### src/rtl/uart_prog_loader.sv
// UART program loader: 8N1 receiver plus packet parser that turns a byte stream
// (CMD, LEN_LO, LEN_HI, data...) into sequential 32-bit instruction-memory writes.
module uart_prog_loader #(
  parameter int unsigned CLKS_PER_BIT = 87,
  parameter logic [7:0]  CMD_BYTE     = 8'h03,
  parameter int unsigned ADDR_W       = 14
) (
  input  logic              clock,
  input  logic              reset,
  input  logic              rx_i,
  output logic              upg_wen_o,
  output logic [ADDR_W-1:0] upg_adr_o,
  output logic [31:0]       upg_dat_o,
  output logic              upg_done_o,
  output logic              frame_err_o
);

  localparam int unsigned CntW     = $clog2(CLKS_PER_BIT);
  localparam int unsigned IdxW     = ADDR_W + 1;
  localparam int unsigned MaxCount = 1 << ADDR_W;
  localparam logic [CntW-1:0] BitLast  = CntW'(CLKS_PER_BIT - 1);
  localparam logic [CntW-1:0] HalfLast = CntW'(CLKS_PER_BIT / 2 - 1);

  typedef enum logic [1:0] {RxIdle, RxStart, RxData, RxStop} rx_state_e;
  typedef enum logic [2:0] {StIdle, StLenLo, StLenHi, StData, StDone} ld_state_e;

  // Receiver state
  logic            sync1_q, rx_sync_q, rx_prev_q;
  rx_state_e       rx_state_q, rx_state_d;
  logic [CntW-1:0] clk_cnt_q, clk_cnt_d;
  logic [2:0]      bit_idx_q, bit_idx_d;
  logic [7:0]      shift_q, shift_d;
  logic [7:0]      byte_q, byte_d;
  logic            byte_valid_q, byte_valid_d;
  logic            frame_err_q, frame_err_d;

  // Loader state
  ld_state_e         ld_state_q, ld_state_d;
  logic [7:0]        len_lo_q, len_lo_d;
  logic [IdxW-1:0]   count_q, count_d;
  logic [IdxW-1:0]   index_q, index_d;
  logic [1:0]        byte_cnt_q, byte_cnt_d;
  logic [31:0]       word_q, word_d;
  logic              wen_q, wen_d;
  logic [ADDR_W-1:0] adr_q, adr_d;
  logic [31:0]       dat_q, dat_d;
  logic              done_q, done_d;
  logic [15:0]       len_full;
  logic [31:0]       word_next;

  // 2-FF synchronizer plus one delayed copy for falling-edge detection
  always_ff @(posedge clock or posedge reset) begin
    if (reset) begin
      sync1_q   <= 1'b1;
      rx_sync_q <= 1'b1;
      rx_prev_q <= 1'b1;
    end else begin
      sync1_q   <= rx_i;
      rx_sync_q <= sync1_q;
      rx_prev_q <= rx_sync_q;
    end
  end

  // Receiver next-state: mid-bit sampling, LSB first
  always_comb begin
    rx_state_d   = rx_state_q;
    clk_cnt_d    = clk_cnt_q;
    bit_idx_d    = bit_idx_q;
    shift_d      = shift_q;
    byte_d       = byte_q;
    byte_valid_d = 1'b0;
    frame_err_d  = frame_err_q;
    unique case (rx_state_q)
      RxIdle: begin
        clk_cnt_d = '0;
        bit_idx_d = '0;
        if (rx_prev_q && !rx_sync_q) rx_state_d = RxStart;
      end
      RxStart: begin
        if (clk_cnt_q == HalfLast) begin
          clk_cnt_d  = '0;
          // Line back high at mid-start means it was a glitch
          rx_state_d = rx_sync_q ? RxIdle : RxData;
        end else begin
          clk_cnt_d = clk_cnt_q + 1'b1;
        end
      end
      RxData: begin
        if (clk_cnt_q == BitLast) begin
          clk_cnt_d = '0;
          shift_d   = {rx_sync_q, shift_q[7:1]};
          if (bit_idx_q == 3'd7) rx_state_d = RxStop;
          else                   bit_idx_d  = bit_idx_q + 3'd1;
        end else begin
          clk_cnt_d = clk_cnt_q + 1'b1;
        end
      end
      RxStop: begin
        if (clk_cnt_q == BitLast) begin
          clk_cnt_d  = '0;
          rx_state_d = RxIdle;
          if (rx_sync_q) begin
            byte_valid_d = 1'b1;
            byte_d       = shift_q;
          end else begin
            frame_err_d = 1'b1;
          end
        end else begin
          clk_cnt_d = clk_cnt_q + 1'b1;
        end
      end
      default: rx_state_d = RxIdle;
    endcase
  end

  // Receiver registers
  always_ff @(posedge clock or posedge reset) begin
    if (reset) begin
      rx_state_q   <= RxIdle;
      clk_cnt_q    <= '0;
      bit_idx_q    <= '0;
      shift_q      <= '0;
      byte_q       <= '0;
      byte_valid_q <= 1'b0;
      frame_err_q  <= 1'b0;
    end else begin
      rx_state_q   <= rx_state_d;
      clk_cnt_q    <= clk_cnt_d;
      bit_idx_q    <= bit_idx_d;
      shift_q      <= shift_d;
      byte_q       <= byte_d;
      byte_valid_q <= byte_valid_d;
      frame_err_q  <= frame_err_d;
    end
  end

  assign len_full  = {byte_q, len_lo_q};
  assign word_next = {byte_q, word_q[31:8]};

  // Loader next-state: packet parsing and word assembly
  always_comb begin
    ld_state_d = ld_state_q;
    len_lo_d   = len_lo_q;
    count_d    = count_q;
    index_d    = index_q;
    byte_cnt_d = byte_cnt_q;
    word_d     = word_q;
    wen_d      = 1'b0;
    adr_d      = adr_q;
    dat_d      = dat_q;
    // done follows DONE by one cycle so it rises after the final strobe
    done_d     = done_q | (ld_state_q == StDone);
    if (byte_valid_q) begin
      unique case (ld_state_q)
        StIdle:  if (byte_q == CMD_BYTE) ld_state_d = StLenLo;
        StLenLo: begin
          len_lo_d   = byte_q;
          ld_state_d = StLenHi;
        end
        StLenHi: begin
          if (32'(len_full) > MaxCount) count_d = IdxW'(MaxCount);
          else                          count_d = IdxW'(len_full);
          index_d    = '0;
          byte_cnt_d = '0;
          ld_state_d = (len_full == 16'd0) ? StDone : StData;
        end
        StData: begin
          word_d = word_next;
          if (byte_cnt_q == 2'd3) begin
            wen_d      = 1'b1;
            adr_d      = index_q[ADDR_W-1:0];
            dat_d      = word_next;
            index_d    = index_q + 1'b1;
            byte_cnt_d = '0;
            if (index_q + 1'b1 == count_q) ld_state_d = StDone;
          end else begin
            byte_cnt_d = byte_cnt_q + 2'd1;
          end
        end
        StDone:  ;
        default: ld_state_d = StIdle;
      endcase
    end
  end

  // Loader registers
  always_ff @(posedge clock or posedge reset) begin
    if (reset) begin
      ld_state_q <= StIdle;
      len_lo_q   <= '0;
      count_q    <= '0;
      index_q    <= '0;
      byte_cnt_q <= '0;
      word_q     <= '0;
      wen_q      <= 1'b0;
      adr_q      <= '0;
      dat_q      <= '0;
      done_q     <= 1'b0;
    end else begin
      ld_state_q <= ld_state_d;
      len_lo_q   <= len_lo_d;
      count_q    <= count_d;
      index_q    <= index_d;
      byte_cnt_q <= byte_cnt_d;
      word_q     <= word_d;
      wen_q      <= wen_d;
      adr_q      <= adr_d;
      dat_q      <= dat_d;
      done_q     <= done_d;
    end
  end

  assign upg_wen_o   = wen_q;
  assign upg_adr_o   = adr_q;
  assign upg_dat_o   = dat_q;
  assign upg_done_o  = done_q;
  assign frame_err_o = frame_err_q;

endmodule

### config.mk
export PLATFORM = sky130hd
export DESIGN_NAME = uart_prog_loader
export DESIGN_NICKNAME = d
export VERILOG_FILES = /design/src/rtl/uart_prog_loader.sv
export SDC_FILE = /design/constraint.sdc
export NUM_CORES = 1
export LEC_CHECK = 0
export ABC_AREA = 1
export CAP_MARGIN = 20
export CORE_MARGIN = 2
export CORE_UTILIZATION = 39
export DETAILED_ROUTE_END_ITERATION = 10
export GPL_ROUTABILITY_DRIVEN = 0
export SYNTH_ARGS = -nofsm -noshare
export SYNTH_HDL_FRONTEND = slang
export SYNTH_SLANG_ARGS = --single-unit
### constraint.sdc
create_clock -name clock -period 6.4 [get_ports clock]
set_clock_uncertainty 0.15 [all_clocks]
set_input_delay 1.92 -clock clock [delete_from_list [all_inputs] [get_ports clock]]
set_output_delay 1.92 -clock clock [all_outputs]
set_load 0.05 [all_outputs]
==> results_tabular.tex, run 1 <==
\begin{tabular}{lr}
\hline
Metric & Value \\
\hline
\multicolumn{2}{l}{\textbf{Logic synthesis}} \\
Distinct cell type count after synthesis & 35 \\
Commonest cells in the synthesized netlist & 201 x sky130\_fd\_sc\_hd\_\_nand2\_1, 145 x sky130\_fd\_sc\_hd\_\_dfrtp\_1, 108 x sky130\_fd\_sc\_hd\_\_o21ai\_0, 66 x sky130\_fd\_sc\_hd\_\_inv\_1, 55 x sky130\_fd\_sc\_hd\_\_nand3\_1 \\
Post-synthesis cell type with the largest combined area & sky130\_fd\_sc\_hd\_\_dfrtp\_1 \\
Adder-cell share of the synthesized area & 1.170\% \\
Fraction of the mapped netlist area in compound gates & 9.965\% \\
Register bit total from synthesis & 148 \\
Average size of a mapped cell & 8.961 um\^{}2 \\
Simple-gate share of the synthesized area & 22.15\% \\
Parity-gate share of the synthesized area counting xor and xnor cells & 2.418\% \\
Leading cell type by number of instances after synthesis & sky130\_fd\_sc\_hd\_\_nand2\_1 \\
Ranking of synthesized cells by area & sky130\_fd\_sc\_hd\_\_dfrtp\_1 57\%, sky130\_fd\_sc\_hd\_\_nand2\_1 12\%, sky130\_fd\_sc\_hd\_\_o21ai\_0 8.4\% \\
Primary FF master, synth & sky130\_fd\_sc\_hd\_\_dfrtp\_1 \\
Cell area after synthesis & 6416 um\^{}2 \\
Synth Warn \# & 0 \\
Syn Inst Count & 716 \\
Syn\_nets & 725 \\
Post-synthesis mux area share & 0.7020\% \\
Share of flip-flops with an asynchronous set or reset & 100.0\% \\
Sequential fraction of the synthesis area & 57.78\% \\
Top cell type's share of synthesized area & 56.55\% \\
Number of enable-type register cells in the synthesized netlist & 0 \\
Largest family of logic cells by synthesized area & simple AND/OR/NAND/NOR gates \\
\multicolumn{2}{l}{\textbf{Global route}} \\
Remaining global-route overflow & 0 \\
Number of antenna violations at the first check in global routing & 0 \\
Total routing resource utilization after global routing & 16.26\% \\
Wire length of the first global-routing pass & 22890 um \\
Number of global-route vias before repair & 4623 \\
Maximum number of pins on one net before global-route repair & 118 \\
\multicolumn{2}{l}{\textbf{Final layout}} \\
Post-route insts no fill & 996 \\
Share of post-route cells with drive strength above 1 & 8.077\% \\
Antenna fix cells & 0 \\
\# nets final & 776 \\
Area delta synth->final & 21.82\% \\
Final-layout fill cell count & 1533 \\
\multicolumn{2}{l}{\textbf{Timing}} \\
Final-report setup violation count & 0 \\
Time the final worst path needs with I/O delays and setup & 3.669 ns \\
Unrepaired setup endpoints after global routing & false \\
Setup\_tns & 0 ns \\
Tightest Pin Transition & 1.034 ns \\
Number of max-slew violations in the final report & 0 \\
Slew HR & 30.79\% \\
Final hold slack & 0.2060 ns \\
Final period util & 57.33\% \\
Fin. Hold Viols & 0 \\
Achievable clock frequency & 272.5 MHz \\
\multicolumn{2}{l}{\textbf{Power and ir drop}} \\
Static Leakage & 0.003572 uW \\
Portion of total power attributed to the clock network & 50.8\% \\
Switching part of the total & 21.72\% \\
P per Cell Area & 279.9 nW/um\^{}2 \\
Net switching power & 475.2 uW \\
Worst-case vdd ir drop & 0.2219 mV \\
Internal Dissipation & 1712 uW \\
Share of power burned in combinational logic & 4.6\% \\
Sequential Power Share & 44.7\% \\
\multicolumn{2}{l}{\textbf{Floorplanning}} \\
Standard-cell rows & 46 \\
Die boundary height & 132.3 um \\
IO Count & 52 \\
Core Footprint & 16000 um\^{}2 \\
Die Outline Area & 17490 um\^{}2 \\
Floorplan die width & 132.3 um \\
Initial cell density of the core & 40.10\% \\
\multicolumn{2}{l}{\textbf{Run status}} \\
Status & completed \\
\multicolumn{2}{l}{\textbf{Drt}} \\
Antenna-violating nets left & 0 \\
DR WL/cell & 13.45 um \\
Violation count after the first detailed-routing iteration & 538 \\
Metal2 WL & 6220 um \\
Via Count & 4905 \\
Metal1 wirelength & 6374 um \\
First-pass detailed-route iteration total & 5 \\
Remaining DRCs & 0 \\
Routed wl met3 & 541 um \\
Per-cell via count in the routed design & 4.925 \\
Final wirelength & 13400 um \\
Top Metal Used & met4 \\
\multicolumn{2}{l}{\textbf{Setup path}} \\
Arrival time of the worst setup path & 1.60 ns \\
Worst path required time & 4.33 ns \\
CP Capture Type & primary output \\
Worst setup path class & flop to primary output \\
Critical-path top delay cell & sky130\_fd\_sc\_hd\_\_clkdlybuf4s50\_1 \\
Series of cell instances along the critical path & clkdlybuf4s50\_1 \\
Delay contributed by the slowest stage of the critical path & 0.81 ns \\
Crit start category & flop \\
Biggest fanout along the worst timing path & 2 \\
Buf+Inv Stages, Crit Path & 1 \\
Kind of cell adding the most delay to the critical path & buffers and inverters \\
\multicolumn{2}{l}{\textbf{Clock tree}} \\
Clock latency reported for the late side of the worst-skew pair & 0.42 ns \\
\# H-tree levels & 4 \\
Clock net sink count & 148 \\
Count of instances resized after the clock tree is built & 0 \\
Setup fix buffers added after clock tree synthesis & 0 \\
Post-CTS clock slew at the launch and capture registers of the worst setup and hold paths & 0.06 ns \\
Max clock buf depth & 2 \\
Number of buffers added to fix hold violations after cts & 0 \\
Clock tree from TritonCTS & yes \\
Clock Root Buffer & sky130\_fd\_sc\_hd\_\_clkbuf\_16 \\
Number of buffers added by the clock tree synthesis step & 17 \\
\multicolumn{2}{l}{\textbf{Min path}} \\
Hold Path Class & flop to flop \\
\multicolumn{2}{l}{\textbf{Placed design}} \\
Placed Instances & 963 \\
Detailed placement HPWL & 9267 um \\
Count of input and output buffers & 51 \\
\multicolumn{2}{l}{\textbf{Job}} \\
Number of max-cap violations & 0 \\
\hline
\end{tabular}
placed cells by master (no fill, tap or decap), drive strengths merged, types with 6 or more instances in the layout:
cell type / Yosys / layout
nand2: 206 / 206
dfrtp: 145 / 145
o21ai: 108 / 108
inv: 69 / 71
nand3: 55 / 55
clkdlybuf4s50: 0 / 51
nor2: 37 / 37
clkbuf: 13 / 21
nand4: 12 / 12
xor2: 10 / 10
o22ai: 7 / 7
ha: 6 / 6
nor3: 6 / 6
final cells by class:
type / count / area [um^2] / area share (%)
Sequential cell: 148 / 3707 / 47.43
Multi-Input combinational cell: 473 / 2336 / 29.89
Timing Repair Buffer: 55 / 560.5 / 7.171
Clock buffer: 21 / 470.5 / 6.019
Inverter: 72 / 275.3 / 3.522
Tap cell: 216 / 270.3 / 3.458
Clock inverter: 11 / 196.4 / 2.513
through the flow:
stage | setup WS, ns | power (uW) | util, % | cell area, um^2
after floorplan | 0.3553 | 1066 | - | 6416
after global placement | 2.627 | 1085 | 44.51 | 7122
after detailed placement | 2.571 | 1093 | 44.51 | 7122
after CTS | 2.699 | 2205 | 48.68 | 7789
after global routing | 2.482 | 2270 | 48.85 | 7816
final | 2.731 | 2188 | 48.85 | 7816
worst paths after layout:
check | from | end | slack, ns | cells past startpoint
setup / recovery | upg_dat_o[17] | upg_dat_o[17] | 2.73 | 1
hold / removal | sync1_q | rx_sync_q | 0.21 | 0
setup reg to reg | ld_state_q[0] | index_q[13] | 2.93 | 9
hold reg to reg | sync1_q | rx_sync_q | 0.21 | 0
max in group asynchronous | reset | upg_adr_o[13] | 3.28 | 4
min in group asynchronous | reset | clk_cnt_q[0] | 1.66 | 2
state kept, by name, indices dropped and copies added, names as in the netlist, 7 cells and up, named ones only:
| register | cells |
|---|---|
| upg_dat_o | 32 |
| byte_q | 8 |
| index_q | 15 |
| word_q | 24 |
| shift_q | 8 |
| upg_adr_o | 14 |
| clk_cnt_q | 7 |
| len_lo_q | 8 |
| count_q | 15 |
per-layer routing:
| layer | up-vias | global-route usage [%] |
|---|---|---|
| met2 | 114 | 25.32 |
| li1 | 2436 | - |
| met1 | 2331 | 22.23 |
| met4 | 0 | 6.153 |
| met5 | - | 0 |
| met3 | 24 | 3.806 |
cell families (layout without fill, tap and decap cells):
group | count (synthesis) | in the layout
mux | 4 | 4
simple gates | 325 | 325
fa+ha+maj | 6 | 6
flops | 148 | 148
compound gates | 124 | 124
xor+xnor | 14 | 14
buf+inv | 95 | 159
power by group through the flow:
stage	registers, uW	clock network [uW]	logic (uW)
floorplan	989	0	77.0
global placement	991	0	93.8
detailed placement	993	0	100
CTS	976	1130	101
global route	979	1170	118
finish	977	1110	100
worst reg2reg max path, delay by kind of cell, from the launching register on:
kind / cells / cell delay [ns]
AOI/OAI and AO/OA: 1 / 0.10
buffers and inverters: 3 / 0.99
DFF: 1 / 0.52
and+or+nand+nor: 5 / 1.63
(Power assumes the default switching activity.)
==> inputs of run 2 (changes only) <==
==> constraint.sdc (replaced) <==
create_clock -name clock -period 3.5 [get_ports clock]
set_clock_uncertainty 0.15 [all_clocks]
set_input_delay 1.05 -clock clock [delete_from_list [all_inputs] [get_ports clock]]
set_output_delay 1.05 -clock clock [all_outputs]
set_load 0.05 [all_outputs]
==> run 2 against run 1 <==
- via count down 1.1%
- setup slack worse by 2.0 ns
- core utilization decreased by 0.58 points
- final cell count grew 0.10%
==> results_tabular.tex, run 2 (same netlist as run 1, synthesis figures left out) <==
\begin{tabular}{lr}
\hline
Metric & Value \\
\hline
\multicolumn{2}{l}{\textbf{Timing}} \\
Slew HR & 45.68\% (+15 points) \\
Final period util & 79.35\% \\
Setup\_tns & 0 ns (unchanged) \\
Time the final worst path needs with I/O delays and setup & 2.777 ns \\
Number of max-slew violations in the final report & 0 (unchanged) \\
Fin. Hold Viols & 0 (unchanged) \\
Achievable clock frequency & 360.1 MHz \\
Final hold slack & 0.2098 ns (+0.003846 ns) \\
Unrepaired setup endpoints after global routing & false \\
Tightest Pin Transition & 0.8104 ns (-0.2239 ns) \\
Final-report setup violation count & 0 (unchanged) \\
\multicolumn{2}{l}{\textbf{Final layout}} \\
Final-layout fill cell count & 1554 (+1.4\%) \\
Leading cell type in the layout, fill and taps excluded & sky130\_fd\_sc\_hd\_\_nand2\_1 \\
Antenna fix cells & 0 (unchanged) \\
Post-route insts no fill & 997 (+0.10\%) \\
Flip-flop count of the largest register after layout & 32 (unchanged) \\
Area used by sequential logic in the layout & 3707 um\^{}2 (unchanged) \\
\# nets final & 779 (+0.39\%) \\
Area delta synth->final & 20.38\% \\
Share of post-route cells with drive strength above 1 & 7.682\% (-0.39 points) \\
Finished Core Util & 48.27\% (-0.58 points) \\
Highest-count cells in the layout ignoring fill and taps & 201 x sky130\_fd\_sc\_hd\_\_nand2\_1, 145 x sky130\_fd\_sc\_hd\_\_dfrtp\_1, 108 x sky130\_fd\_sc\_hd\_\_o21ai\_0, 65 x sky130\_fd\_sc\_hd\_\_inv\_1, 55 x sky130\_fd\_sc\_hd\_\_nand3\_1 \\
Final Instance Area & 7724 um\^{}2 (-1.2\%) \\
Area of combinational cells with multiple inputs & 2336 um\^{}2 (unchanged) \\
\multicolumn{2}{l}{\textbf{Clock tree}} \\
Setup fix buffers added after clock tree synthesis & 0 (unchanged) \\
Number of buffers added to fix hold violations after cts & 0 (unchanged) \\
Number of buffers added by the clock tree synthesis step & 17 (unchanged) \\
Max clock buf depth & 2 (unchanged) \\
\# H-tree levels & 4 (unchanged) \\
Post-CTS clock slew at the launch and capture registers of the worst setup and hold paths & 0.05 ns (about the same) \\
Clock tree from TritonCTS & yes \\
Count of instances resized after the clock tree is built & 0 (unchanged) \\
Clock net sink count & 148 (unchanged) \\
Clock Root Buffer & sky130\_fd\_sc\_hd\_\_clkbuf\_16 \\
Clock latency reported for the late side of the worst-skew pair & 0.41 ns (about the same) \\
\multicolumn{2}{l}{\textbf{Setup path}} \\
Arrival time of the worst setup path & 1.58 ns (-0.02 ns) \\
Kind of cell adding the most delay to the critical path & buffers and inverters \\
Register-to-register path setup slack & 1.12 ns (-1.81 ns) \\
Delay contributed by the slowest stage of the critical path & 0.81 ns (about the same) \\
CP Capture Type & primary output \\
Buf+Inv Stages, Crit Path & 1 (unchanged) \\
Worst path required time & 2.30 ns (-2.03 ns) \\
Biggest fanout along the worst timing path & 2 (unchanged) \\
Series of cell instances along the critical path & clkdlybuf4s50\_1 \\
Critical-path top delay cell & sky130\_fd\_sc\_hd\_\_clkdlybuf4s50\_1 \\
Crit start category & flop \\
Worst setup path class & flop to primary output \\
\multicolumn{2}{l}{\textbf{Placed design}} \\
Area after detailed placement & 7163 um\^{}2 (+0.58\%) \\
Detailed placement HPWL & 9368 um (+1.1\%) \\
Count of input and output buffers & 51 (unchanged) \\
Placed Instances & 967 (+0.42\%) \\
\multicolumn{2}{l}{\textbf{Global route}} \\
Remaining global-route overflow & 0 (unchanged) \\
Number of antenna violations at the first check in global routing & 0 (unchanged) \\
Wire length of the first global-routing pass & 22980 um (+0.42\%) \\
Maximum number of pins on one net before global-route repair & 114 (-3.4\%) \\
Number of global-route vias before repair & 4751 (+2.8\%) \\
Total routing resource utilization after global routing & 16.39\% (+0.13 points) \\
\multicolumn{2}{l}{\textbf{Drt}} \\
DR WL/cell & 13.48 um (+0.18\%) \\
Per-cell via count in the routed design & 4.865 (-1.2\%) \\
Antenna-violating nets left & 0 (unchanged) \\
Via Count & 4850 (-1.1\%) \\
First-pass detailed-route iteration total & 4 (-1) \\
Final wirelength & 13440 um (+0.28\%) \\
Remaining DRCs & 0 (unchanged) \\
Violation count after the first detailed-routing iteration & 374 (-30\%) \\
\multicolumn{2}{l}{\textbf{Floorplanning}} \\
Initial cell density of the core & 40.10\% (unchanged) \\
Die boundary height & 132.3 um (unchanged) \\
Standard-cell rows & 46 (unchanged) \\
IO Count & 52 (unchanged) \\
Core Footprint & 16000 um\^{}2 (unchanged) \\
Die Outline Area & 17490 um\^{}2 (unchanged) \\
Floorplan die width & 132.3 um (unchanged) \\
\multicolumn{2}{l}{\textbf{Job}} \\
Number of max-cap violations & 0 (unchanged) \\
\multicolumn{2}{l}{\textbf{Min path}} \\
Hold Path Class & flop to flop \\
\multicolumn{2}{l}{\textbf{Power and ir drop}} \\
Static Leakage & 0.003536 uW (-1.0\%) \\
Worst-case vdd ir drop & 0.3260 mV (+47\%) \\
P per Cell Area & 479.1 nW/um\^{}2 (+71\%) \\
\multicolumn{2}{l}{\textbf{Run status}} \\
Status & completed \\
\hline
\end{tabular}
-- run 2: cell types whose count changed in the layout (fill, tap and decap cells not counted), sizes merged --
| cell | change |
|---|---|
| clkinv | +1 |
| clkbuf | +4 |
| buf | +3 |
| bufinv | -3 |
| clkinvlp | -1 |
| inv | -3 |
-- run 2: power by group --
group	total [uW]	switching (uW)	internal [uW]	leakage (uW)
Combinational	183	129	53.8	0.00121
Sequential	1790	36.7	1750	0.00205
Clock	1730	636	1090	0.000277
Total	3700	802	2900	0.00354
-- run 2: routing by layer --
| metal | vias to the layer above | share of wire (%) | routed length, um | track usage (%) |
|---|---|---|---|---|
| li1 | 2440 | - | - | - |
| met5 | - | 0 | 0 | 0 |
| met3 | 12 | 4.1 | 549 | 4.306 |
| met1 | 2312 | 48 | 6423 | 21.92 |
| met4 | 0 | 1.1 | 152 | 5.078 |
| met2 | 86 | 47 | 6311 | 26.24 |
-- run 2: metrics by stage --
stage / setup WS (ns) / total power, uW
4_1_cts: 0.6901 / 3747
5_1_grt: 0.6743 / 3870
6_report: 0.7228 / 3701
2_1_floorplan: 0.4415 / 1949
3_5_place_dp: 1.122 / 2000
3_3_place_gp: 1.139 / 1988
-- run 2: layout make-up --
cell class	instances	share of cell area [%]
Clock buffer	25	6.285
Clock inverter	5	0.9720
Inverter	72	3.548
Multi-Input combinational cell	473	30.24
Sequential cell	148	48.00
Tap cell	216	3.499
Timing Repair Buffer	58	7.452
-- run 2: path summary, 6_finish.rpt --
path | from | end | depth (start not counted)
min in group asynchronous | reset | upg_dat_o[24] | 3
worst max-delay path | upg_dat_o[18] | upg_dat_o[18] | 1
max in group asynchronous | reset | len_lo_q[7] | 3
worst min register to register | sync1_q | rx_sync_q | 0
worst max register to register | index_q[0] | ld_state_q[0] | 13
worst min-delay path | sync1_q | rx_sync_q | 0
